--- config.mk ---
export PLATFORM = sky130hd
export DESIGN_NAME = sradd_reg
export DESIGN_NICKNAME = d
export VERILOG_FILES = /design/src/rtl/sradd_reg.sv
export SDC_FILE = /design/constraint.sdc
export NUM_CORES = 1
export LEC_CHECK = 0
export BUFFER_PORTS_ARGS = -buffer_cell sky130_fd_sc_hd__buf_2
export CAP_MARGIN = 20
export CORE_UTILIZATION = 57
export DETAILED_ROUTE_END_ITERATION = 8
export HOLD_SLACK_MARGIN = 0.1
export PLACE_DENSITY = 0.79
export SLEW_MARGIN = 30
export SYNTH_ARGS = -nofsm -noshare
export SYNTH_HDL_FRONTEND = slang
export SYNTH_SLANG_ARGS = --single-unit
--- constraint.sdc ---
create_clock -name clk -period 8 [get_ports clk]
set_clock_uncertainty 0.2 [all_clocks]
set_input_delay 0.8 -clock clk [delete_from_list [all_inputs] [get_ports clk]]
set_output_delay 0.8 -clock clk [all_outputs]
set_load 0.005 [all_outputs]
--- src/rtl/sradd_reg.sv ---
// sradd_reg: two-stage pipelined FP32 adder (no denormals, NaN on overflow, flush-to-zero on underflow).
// Define SRADD_ROUND_EN for round-to-nearest-even after normalization; otherwise results are truncated.
module sradd_reg (
   input  logic        clk,
   input  logic        rst,
   input  logic        in_valid,
   input  logic [31:0] a,
   input  logic [31:0] b,
   output logic        out_valid,
   output logic [31:0] z
);
   logic        v1_q;
   logic        spec1_q, spec1_d;
   logic [31:0] sval1_q, sval1_d;
   logic        sign1_q, sign1_d;
   logic [7:0]  exp1_q, exp1_d;
   logic [27:0] sum1_q, sum1_d;
   logic        out_valid_q;
   logic [31:0] z_q, z_d;

   logic [31:0] lg_s, sm_s;
   logic [7:0]  ediff_s;
   logic [26:0] lx_s, sx_s, sx_al_s;
   logic        sticky_s;

   // Stage 1: order operands by magnitude, align the smaller one, add or subtract, flag special cases.
   always_comb begin
      if (a[30:0] >= b[30:0]) begin
         lg_s = a;
         sm_s = b;
      end else begin
         lg_s = b;
         sm_s = a;
      end
      ediff_s  = lg_s[30:23] - sm_s[30:23];
      lx_s     = {1'b1, lg_s[22:0], 3'b000};
      sx_s     = {1'b1, sm_s[22:0], 3'b000};
      sticky_s = |(sx_s & ~({27{1'b1}} << ediff_s));
      sx_al_s  = (sx_s >> ediff_s) | {26'd0, sticky_s};
      if (lg_s[31] == sm_s[31]) begin
         sum1_d = {1'b0, lx_s} + {1'b0, sx_al_s};
      end else begin
         sum1_d = {1'b0, lx_s} - {1'b0, sx_al_s};
      end
      sign1_d = lg_s[31];
      exp1_d  = lg_s[30:23];
      spec1_d = 1'b1;
      if (a[30:23] == 8'hFF || b[30:23] == 8'hFF) begin
         sval1_d = 32'hFFFF_FFFF;
      end else if (a[30:23] == 8'h00 && b[30:23] == 8'h00) begin
         sval1_d = 32'h0000_0000;
      end else if (a[30:23] == 8'h00) begin
         sval1_d = b;
      end else if (b[30:23] == 8'h00) begin
         sval1_d = a;
      end else if (ediff_s > 8'd24) begin
         sval1_d = lg_s;
      end else if (a[30:0] == b[30:0] && a[31] != b[31]) begin
         sval1_d = 32'h0000_0000;
      end else begin
         spec1_d = 1'b0;
         sval1_d = 32'h0000_0000;
      end
   end

   logic [4:0]        lzc_s;
   logic [26:0]       norm_s;
   logic [22:0]       mant_s, mant_r_s;
   logic              g_s, r_s, st_s;
   logic signed [9:0] exp_s, exp_r_s;

   // Stage 2: normalize (carry or leading-zero shift), optionally round, then range-check and pack.
   always_comb begin
      lzc_s = 5'd0;
      for (int i = 0; i < 27; i++) begin
         lzc_s = sum1_q[i] ? 5'(26 - i) : lzc_s;
      end
      norm_s = sum1_q[26:0] << lzc_s;
      if (sum1_q[27]) begin
         mant_s = sum1_q[26:4];
         g_s    = sum1_q[3];
         r_s    = sum1_q[2];
         st_s   = |sum1_q[1:0];
         exp_s  = $signed({2'b00, exp1_q}) + 10'sd1;
      end else begin
         mant_s = norm_s[25:3];
         g_s    = norm_s[2];
         r_s    = norm_s[1];
         st_s   = norm_s[0];
         exp_s  = $signed({2'b00, exp1_q}) - $signed({5'b00000, lzc_s});
      end
`ifdef SRADD_ROUND_EN
      begin
         logic rnd_s;
         logic mc_s;
         rnd_s = g_s & (r_s | st_s | mant_s[0]);
         {mc_s, mant_r_s} = {1'b0, mant_s} + {23'd0, rnd_s};
         exp_r_s = mc_s ? exp_s + 10'sd1 : exp_s;
      end
`else
      mant_r_s = mant_s;
      exp_r_s  = exp_s;
`endif
      if (spec1_q) begin
         z_d = sval1_q;
      end else if (exp_r_s > 10'sd254) begin
         z_d = 32'hFFFF_FFFF;
      end else if (exp_r_s < 10'sd1) begin
         z_d = 32'h0000_0000;
      end else begin
         z_d = {sign1_q, exp_r_s[7:0], mant_r_s};
      end
   end

   // The hidden bit after normalization is always 1; guard bits matter only when rounding.
   logic unused_s;
`ifdef SRADD_ROUND_EN
   assign unused_s = norm_s[26];
`else
   assign unused_s = ^{norm_s[26], g_s, r_s, st_s};
`endif

   // Pipeline registers; reset wins and drops anything in flight.
   always_ff @(posedge clk) begin
      if (rst) begin
         v1_q        <= 1'b0;
         spec1_q     <= 1'b0;
         sval1_q     <= 32'h0000_0000;
         sign1_q     <= 1'b0;
         exp1_q      <= 8'h00;
         sum1_q      <= 28'h000_0000;
         out_valid_q <= 1'b0;
         z_q         <= 32'h0000_0000;
      end else begin
         v1_q <= in_valid;
         if (in_valid) begin
            spec1_q <= spec1_d;
            sval1_q <= sval1_d;
            sign1_q <= sign1_d;
            exp1_q  <= exp1_d;
            sum1_q  <= sum1_d;
         end
         out_valid_q <= v1_q;
         if (v1_q) begin
            z_q <= z_d;
         end
      end
   end

   assign out_valid = out_valid_q;
   assign z         = z_q;
endmodule

# Yosys cells after proc, flatten, opt, wreduce, memory -nomap -nowiden
# Cells that the tools add are included.
[word_totals]
register_bits = 104
output_inout_bits = 33
elab_cells = 80
[op_classes]
add_sub_neg = 5
order_cmp = 4
eq_ne = 5
n_shift = 3
n_mux = 46
bitwise_logic = 3
reduce_logical = 6
[op_table]
columns = ["operator", "count"]
rows = [
  ["two-way mux 32 bit", 10],
  ["two-way mux 5 bit", 27],
  ["== test 31 bit", 1],
  ["greater-or-equal comparator 31 bit", 1],
  ["adder 27 x 27 -> 28 bit", 1],
  ["two-way mux 28 bit", 1],
  ["subtractor 27 x 27 -> 28 bit", 1],
  ["bitwise AND 27 bit", 1],
  ["NOT 27 bit", 1],
  ["OR 27 x 1 -> 27 bit", 1],
  ["OR reduction 27 bit", 1],
  ["<< shifter 27 x 5 -> 26 bit", 1],
  ["<< shifter 27 x 8 -> 27 bit, first input constant", 1],
  ["right shift 27 x 8 -> 27 bit", 1],
  ["two-way mux 23 bit", 1],
  ["== test 8 bit, second input constant", 2],
  ["zero test 8 bit", 2],
  ["> comparator 10 x 9 -> 1 bit, second input constant", 1],
  ["less-than comparator 10 x 2 -> 1 bit, second input constant", 1],
  ["two-way mux 10 bit", 1],
  ["adder 8 x 1 -> 9 bit, second input constant", 1],
  ["subtractor 8 x 5 -> 9 bit", 1],
  ["> comparator 8 x 5 -> 1 bit, second input constant", 1],
  ["subtractor 8 bit", 1],
  ["other kinds (5)", 11],
]

# Longest topological paths before layout
# Gate-level depths: netlist (run 1).
[depth]
word_depth = 33
ltp_mapped = 43
ltp_nobuf = 41

# Worst setup path before layout (run 1)
# No wires, ideal clock.
[synth_timing]
path_kind = "input to register"
from = "input b[26]"
to = "register sum1_q[25]"
arrival_time_ns = 7.940
required_ns = 7.683
setup_slack_ns = -0.258
path_stages = 42
path_buffers = 7
cell_sequence = "inv_1 ha_1 buf_6 nand2_4 or3_1 a21o_1 and2_4 buf_6 a21boi_1 nor2_1 ha_1 clkbuf_1 clkbuf_1 clkbuf_1 clkbuf_1 clkbuf_1 nor2_1 a21oi_1 [... 6 more ...] fa_1 nor2b_1 o21a_1 o21bai_1 a21oi_1 o21ai_0 a21oi_1 o21ai_0 a21oi_1 o21bai_1 a21oi_1 a311o_1 a31oi_1 o21ai_0 a221oi_1 o31ai_1 a21o_1 a32o_1"
[synth_between]
elab_chain_len = 10
word_cells_on_any_way = 14
classes_between = "add/sub (3); order compare (1); eq/ne (1); shift (2); mux (3); bitwise (3); reduce/logical (1)"
[synth_rtl]
columns = ["element", "line", "rtl"]
rows = [
  ["start, declared", "8", "input logic [31:0] b,"],
  ["greater-or-equal comparator 31 bit", "28", "if (a[30:0] >= b[30:0]) begin"],
  ["two-way mux 32 bit", "28", ""],
  ["subtractor 8 bit", "35", "ediff_s = lg_s[30:23] - sm_s[30:23];"],
  ["<< shifter 27 x 8 -> 27 bit", "38", "sticky_s = |(sx_s & ~({27{1'b1}} << ediff_s));"],
  ["NOT 27 bit", "38", ""],
  ["bitwise AND 27 bit", "38", ""],
  ["OR reduction 27 bit", "38", ""],
  ["OR 27 x 1 -> 27 bit", "39", "sx_al_s = (sx_s >> ediff_s) | {26'd0, sticky_s};"],
  ["subtractor 27 x 27 -> 28 bit / adder 27 x 27 -> 28 bit (equally long branches)", "43, 41", ""],
  ["two-way mux 28 bit (*)", "40", "if (lg_s[31] == sm_s[31]) begin"],
  ["end signal, assigned", "141", "sum1_q <= sum1_d;"],
  ["end, declared", "17", "logic [27:0] sum1_q, sum1_d;"],
]
# Every way passes the cells marked *; elsewhere a longest branch is shown, timed or not.
# A chain may end at the register's enable or synchronous reset.

# Final worst setup path (run 1)
[layout_timing]
from = "input b[10]"
to = "register sum1_q[25]"
# The elaborated chain is that of the path after synthesis.

==> flow_summary.ini, run 1 <==
[run_status]
outcome = finished, final reports clean

[placement]
numPortBuffers = 99
dp_hpwl_um = 44700
place_ws_ps = -575
dp.cells = 2406
gp_congestion = 1.16
postPlaceCellArea_sq_um = 15600

[worst_setup_path]
crit_fanout = 4
endpoint_kind = flop
required_ps = 8040
r2r_cells = 28
slowest_delay_ps = 390
crit_slowest_cell = nor4_4
path_common_cell = a21oi_2
worstSetupPathType = input pin to flop
worstSetupStartpointType = input pin
critPathArrivalTime_ps = 7920

[routing]
wl_met3_um = 5950
vias_per_cell = 6.77
dr.max_layer_used = met5
wl_met1_um = 21900
drt_first_pass_iters = 7
vias = 16500
post_drt_wl_per_cell_um = 23.1
antenna_left = 0
wl_met2_um = 24300
route.detailed.drc = 0
drt-initial-drc-count = 2012
wl_um = 56300

[final_layout]
nNetsFinal = 2299
final_cell_count_no_fill = 2435
syn_to_final_growth_pct = 24.6
fin_util_pct = 72.4
fin_area_sq_um = 16400
diodes = 0
fill_cells = 1844
drive_above_1_share_pct = 25.2

[clocking]
ctsRootBufferMaster = clkbuf_16
worstSkewPairLatency_ps = 350
cts_tree = done
h-tree-depth = 3
clockBufferDepth = 2
cts.sinks = 104
ctsHoldBuffers = 0
cts_buffers = 9
path_clk_slew_ps = 70

[global_routing]
grtUsageTotal_pct = 45.9
grt_pass1_vias = 15200
gr-total-overflow = 0
grt_max_degree = 93
grt_pass1_wl_um = 85000
antenna_found_initial = 1

[floorplanning]
die_w_um = 154
start_util_pct = 58.1
die_area_sq_um = 23700
core_sq_um = 22600
num_rows = 55
ioPinCount = 100
die_h_um = 154

[power_and_ir_drop]
p_total_mw = 3.38
p_comb_share_pct = 67.0
swShare_pct = 48.8
power_per_cell_area_nw_per_um2 = 206
p_leak_nw = 7.35
clkPwrFrac_pct = 13.7
peakVddDrop_v = 0.000121
pwr-share-seq_pct = 19.4
p_switching_mw = 1.65
intPower_mw = 1.73

[sta]
hold_viol = 0
tightest_slew_ps = 1020
fin_ws_ps = 126
fin_crit_ps = 7870
fin_crit_sh_pct = 98.4
setup-tns-final_ps = 0
setup_viol = 0
fmax_mhz = 127
drv_slew = 0
holdWs_ps = 253
rsz0062_at_grt = true
relSlewSlack_pct = 31.3

[synthesis]
synth_edf_count = 0
synth_top_flop_cell = dfxtp_1
async_reset_ff_share_pct = 0
synth_fp_nets = 2022
ys_ff_latch = 104
avgSynthCellArea_sq_um = 7.05
syn_area_sq_um = 13200
synth.area.top_cells = dfxtp_1 (16%), ha_1 (8.1%), mux2i_1 (7.1%), nand2_1 (6.4%), nor2_1 (5.5%)
postSynthCellCount = 1868
synth_top_cell_by_area = dfxtp_1
seq_area_frac_synth_pct = 15.8
synth_common_cells = nand2_1 (223), nor2_1 (194), o21ai_0 (144)
synth_most_common_cell = nand2_1
ys_types = 97
synth_top_area_share_pct = 15.8
yosysWarnings = 0

[job]
maxCapViolations = 0

[min_path]
hold_path.class = flop to flop
worstHoldPathCells = 2
-- area by class of cell --
type / instances / area, sq um / area share (%)
tap: 285 / 357 / 2.17
inverter: 105 / 397 / 2.42
clock buffer: 11 / 243 / 1.48
sequential: 104 / 2080 / 12.7
clock inverter: 5 / 72.6 / 0.443
multi-input combinational: 1529 / 10500 / 64.1
timing repair buffer: 396 / 2730 / 16.7
-- cells by family after synthesis --
group                    share of synthesized area (%)
AND/OR/NAND/NOR                                   22.6
AO/OA/AOI/OAI                                     33.4
buffers and inverters                             7.12
multiplexers                                      10.2
flip-flops                                        15.8
adder cells (fa/ha/maj)                           8.38
XOR/XNOR                                          2.51
-- per-layer routing --
layer | track usage (%) | vias up
met4 | 28.6 | 2
li1 | - | 7469
met2 | 72.8 | 1180
met3 | 8.26 | 264
met5 | 0 | -
met1 | 57.6 | 7560
-- final timing paths --
path | startpoint | end | slack [ps]
min reg2reg | z[12] | z[12] | 250
min | z[12] | z[12] | 250
max reg2reg | sum1_q[4] | z[16] | 2180
max | b[10] | sum1_q[25] | 130
-- worst max-delay path, delay by kind of cell --
| kind | cells | cell delay, ps |
|---|---|---|
| AO/OA/AOI/OAI | 24 | 4180 |
| XOR/XNOR | 1 | 240 |
| adder cells (fa/ha/maj) | 4 | 960 |
| buffers and inverters | 3 | 240 |
| AND/OR/NAND/NOR | 9 | 1490 |
-- cells in the final DEF, fill, tap and decap left out, drive strengths merged, types with 24 or more instances in the layout --
cell,count
nand3,31
nor2,196
a211oi,65
inv,105
xnor2,24
o211ai,24
nand2,228
mux2i,93
o21ai,152
buf,396
nand4,25
a22oi,36
nor3,46
ha,85
a21oi,140
dfxtp,104
-- registers in the layout, indices dropped and copies added (netlist names) --
signal / count
exp1_q: 8
out_valid: 1
sign1_q: 1
spec1_q: 1
sum1_q: 28
sval1_q: 32
v1_q: 1
z: 32
-- power groups by stage --
stage                     Sequential [mW]  Combinational (mW)  Clock (mW)
final                               0.654                2.26       0.462
after global routing                0.659                2.40       0.481
after CTS                           0.649                2.13       0.460
after detailed placement            0.661                2.12           0
after global placement              0.657                2.09           0
after floorplan                     0.628                1.35           0
-- what timing repair did --
item | CTS | global route
resized for setup | 5 | 64
setup endpoints to repair | 4 | 9
setup buffers | 0 | 13
hold endpoints to repair | 0 | 0
pin swaps | 0 | 49
Note: power is estimated with default switching activity, not from simulation.
==> run 2: changes to the inputs <==
- BUFFER_PORTS_ARGS: -buffer_cell sky130_fd_sc_hd__buf_2 -> -buffer_cell sky130_fd_sc_hd__clkbuf_2
- CORE_UTILIZATION: 57 -> 65
- PLACE_DENSITY: 0.79 -> 0.85
- clock period: 8 -> 10.1 ns (I/O delays scaled with it)
==> run 2 against run 1 <==
Net effect: global-route usage is 3.1 points higher; critical path depth stayed put; highest routed layer unchanged; largest power group unchanged; die area is 12% lower; largest cell class unchanged; worst setup slack better by 570 ps.
==> flow_summary.ini, run 2 (synthesized netlist as in run 1, its figures left out) <==
[sta]
drv_slew = 0
setup-tns-final_ps = 0
fin_crit_ps = 9400
hold_viol = 0
holdWs_ps = 257
fin_crit_sh_pct = 93.1
fmax_mhz = 106
rsz0062_at_grt = false
relSlewSlack_pct = 31.3
setup_viol = 0
tightest_slew_ps = 1020

[power_and_ir_drop]
p_leak_nw = 6.04
peakVddDrop_v = 0.000100
power_per_cell_area_nw_per_um2 = 174

[final_layout]
nNetsFinal = 2040
multi_input_area_sq_um = 10200
final_cell_mix = nand2_1 (223), nor2_1 (191), o21ai_0 (142)
fin_util_pct = 71.7
drive_above_1_share_pct = 12.4
regArea_sq_um = 2080
final_common_cell = nand2_1
syn_to_final_growth_pct = 7.01
fill_cells = 1685

[min_path]
holdPathEnd = z[3]
worstHoldStart = z[3]
hold_path.class = flop to flop
worstHoldPathCells = 2

[floorplanning]
start_util_pct = 67.0
ioPinCount = 100
num_rows = 51
die_area_sq_um = 20800
die_h_um = 144
die_w_um = 144
core_sq_um = 19700

[routing]
route.detailed.drc = 0
vias_per_cell = 7.24
drt_first_pass_iters = 7
drt-initial-drc-count = 2381
antenna_left = 0
post_drt_wl_per_cell_um = 24.0
vias = 15600
wl_um = 51700

[global_routing]
grt_pass1_wl_um = 77900
grtUsageTotal_pct = 49.0
gr-total-overflow = 0
grt_max_degree = 93
grt_pass1_vias = 13800
antenna_found_initial = 2

[clocking]
cts_buffers = 9
cts_tree = done
ctsHoldBuffers = 0
post-cts-setup-buffers = 0
h-tree-depth = 3
ctsRootBufferMaster = clkbuf_16
path_clk_slew_ps = 80
cts.sinks = 104
clockBufferDepth = 2
worstSkewPairLatency_ps = 360
cts_resized = 0

[worst_setup_path]
slowest_delay_ps = 540
worstSetupStartpointType = input pin
r2r-end = z[16]
crit_fanout = 16
endpoint_kind = flop
worstSetupPathType = input pin to flop
r2r_setup_slack_ps = 3990
crit_slowest_cell = ha_1
r2r_cells = 28
path_common_cell = a21oi_1
timing.rr.start = sum1_q[4]
required_ps = 10160
critPathArrivalTime_ps = 9460

[run_status]
outcome = finished, final reports clean

[job]
maxCapViolations = 0

[placement]
gp_congestion = 1.08
dp_hpwl_um = 39200
numPortBuffers = 99
## run 2: cell types whose count changed in the layout (fill, tap and decap cells not counted), moves of 5 or more
cell / change
buf_4: -259
clkbuf_2: +97
buf_2: -96
ha_1: +13
ha_4: -12
a21oi_1: +8
a21oi_2: -8
o21ai_0: +7
inv_1: +6
inv_2: -5
o21ai_1: -5
## run 2: worst max path at each step
stage / from / slack (ps) / end / depth (start not counted)
final: b[27] / 700 / sum1_q[25] / 41
after global placement: b[26] / 870 / sum1_q[25] / 41
after global routing: b[25] / 260 / sum1_q[25] / 41
after floorplan: b[26] / 1630 / sum1_q[25] / 42
after CTS: b[27] / 920 / sum1_q[25] / 41
after detailed placement: b[27] / 590 / sum1_q[25] / 41
## run 2: through the flow
step | instance area, sq um | total power, mW | setup slack, ps | cells
6_report | 14100 | 2.45 | 699 | 2158
3_3_place_gp | 13800 | 1.97 | 865 | 2140
3_5_place_dp | 13800 | 2.00 | 594 | 2140
2_1_floorplan | 13200 | 1.57 | 1630 | 1868
4_1_cts | 14100 | 2.35 | 920 | 2156
5_1_grt | 14100 | 2.55 | 255 | 2157
## run 2: final cells by class
cell class                 instances  area share, %
sequential                       104           14.8
tap                              265           2.35
timing repair buffer             137           5.54
clock buffer                      10           1.70
multi-input combinational       1529           72.3
antenna                            2         0.0355
inverter                         105           2.80
clock inverter                     6          0.444
## run 2: critical path, delay by kind of cell
| family | cells | cell delay [ps] |
|---|---|---|
| AND/OR/NAND/NOR | 10 | 1800 |
| XOR/XNOR | 1 | 470 |
| adder cells (fa/ha/maj) | 4 | 1400 |
| buffers and inverters | 3 | 310 |
| AO/OA/AOI/OAI | 23 | 4430 |
## run 2: metal layers
metal / share of wire [%] / routed length (um) / global-route usage [%]
met1: 38 / 19400 / 62.6
met2: 42 / 21900 / 73.4
met5: 0.17 / 86 / 3.26
met4: 6.3 / 3270 / 26.6
met3: 14 / 7110 / 14.2
## run 2: power by group
group	internal (mW)	switching [mW]
logic	0.548	1.02
registers	0.457	0.0633
clock network	0.180	0.176
total	1.19	1.26
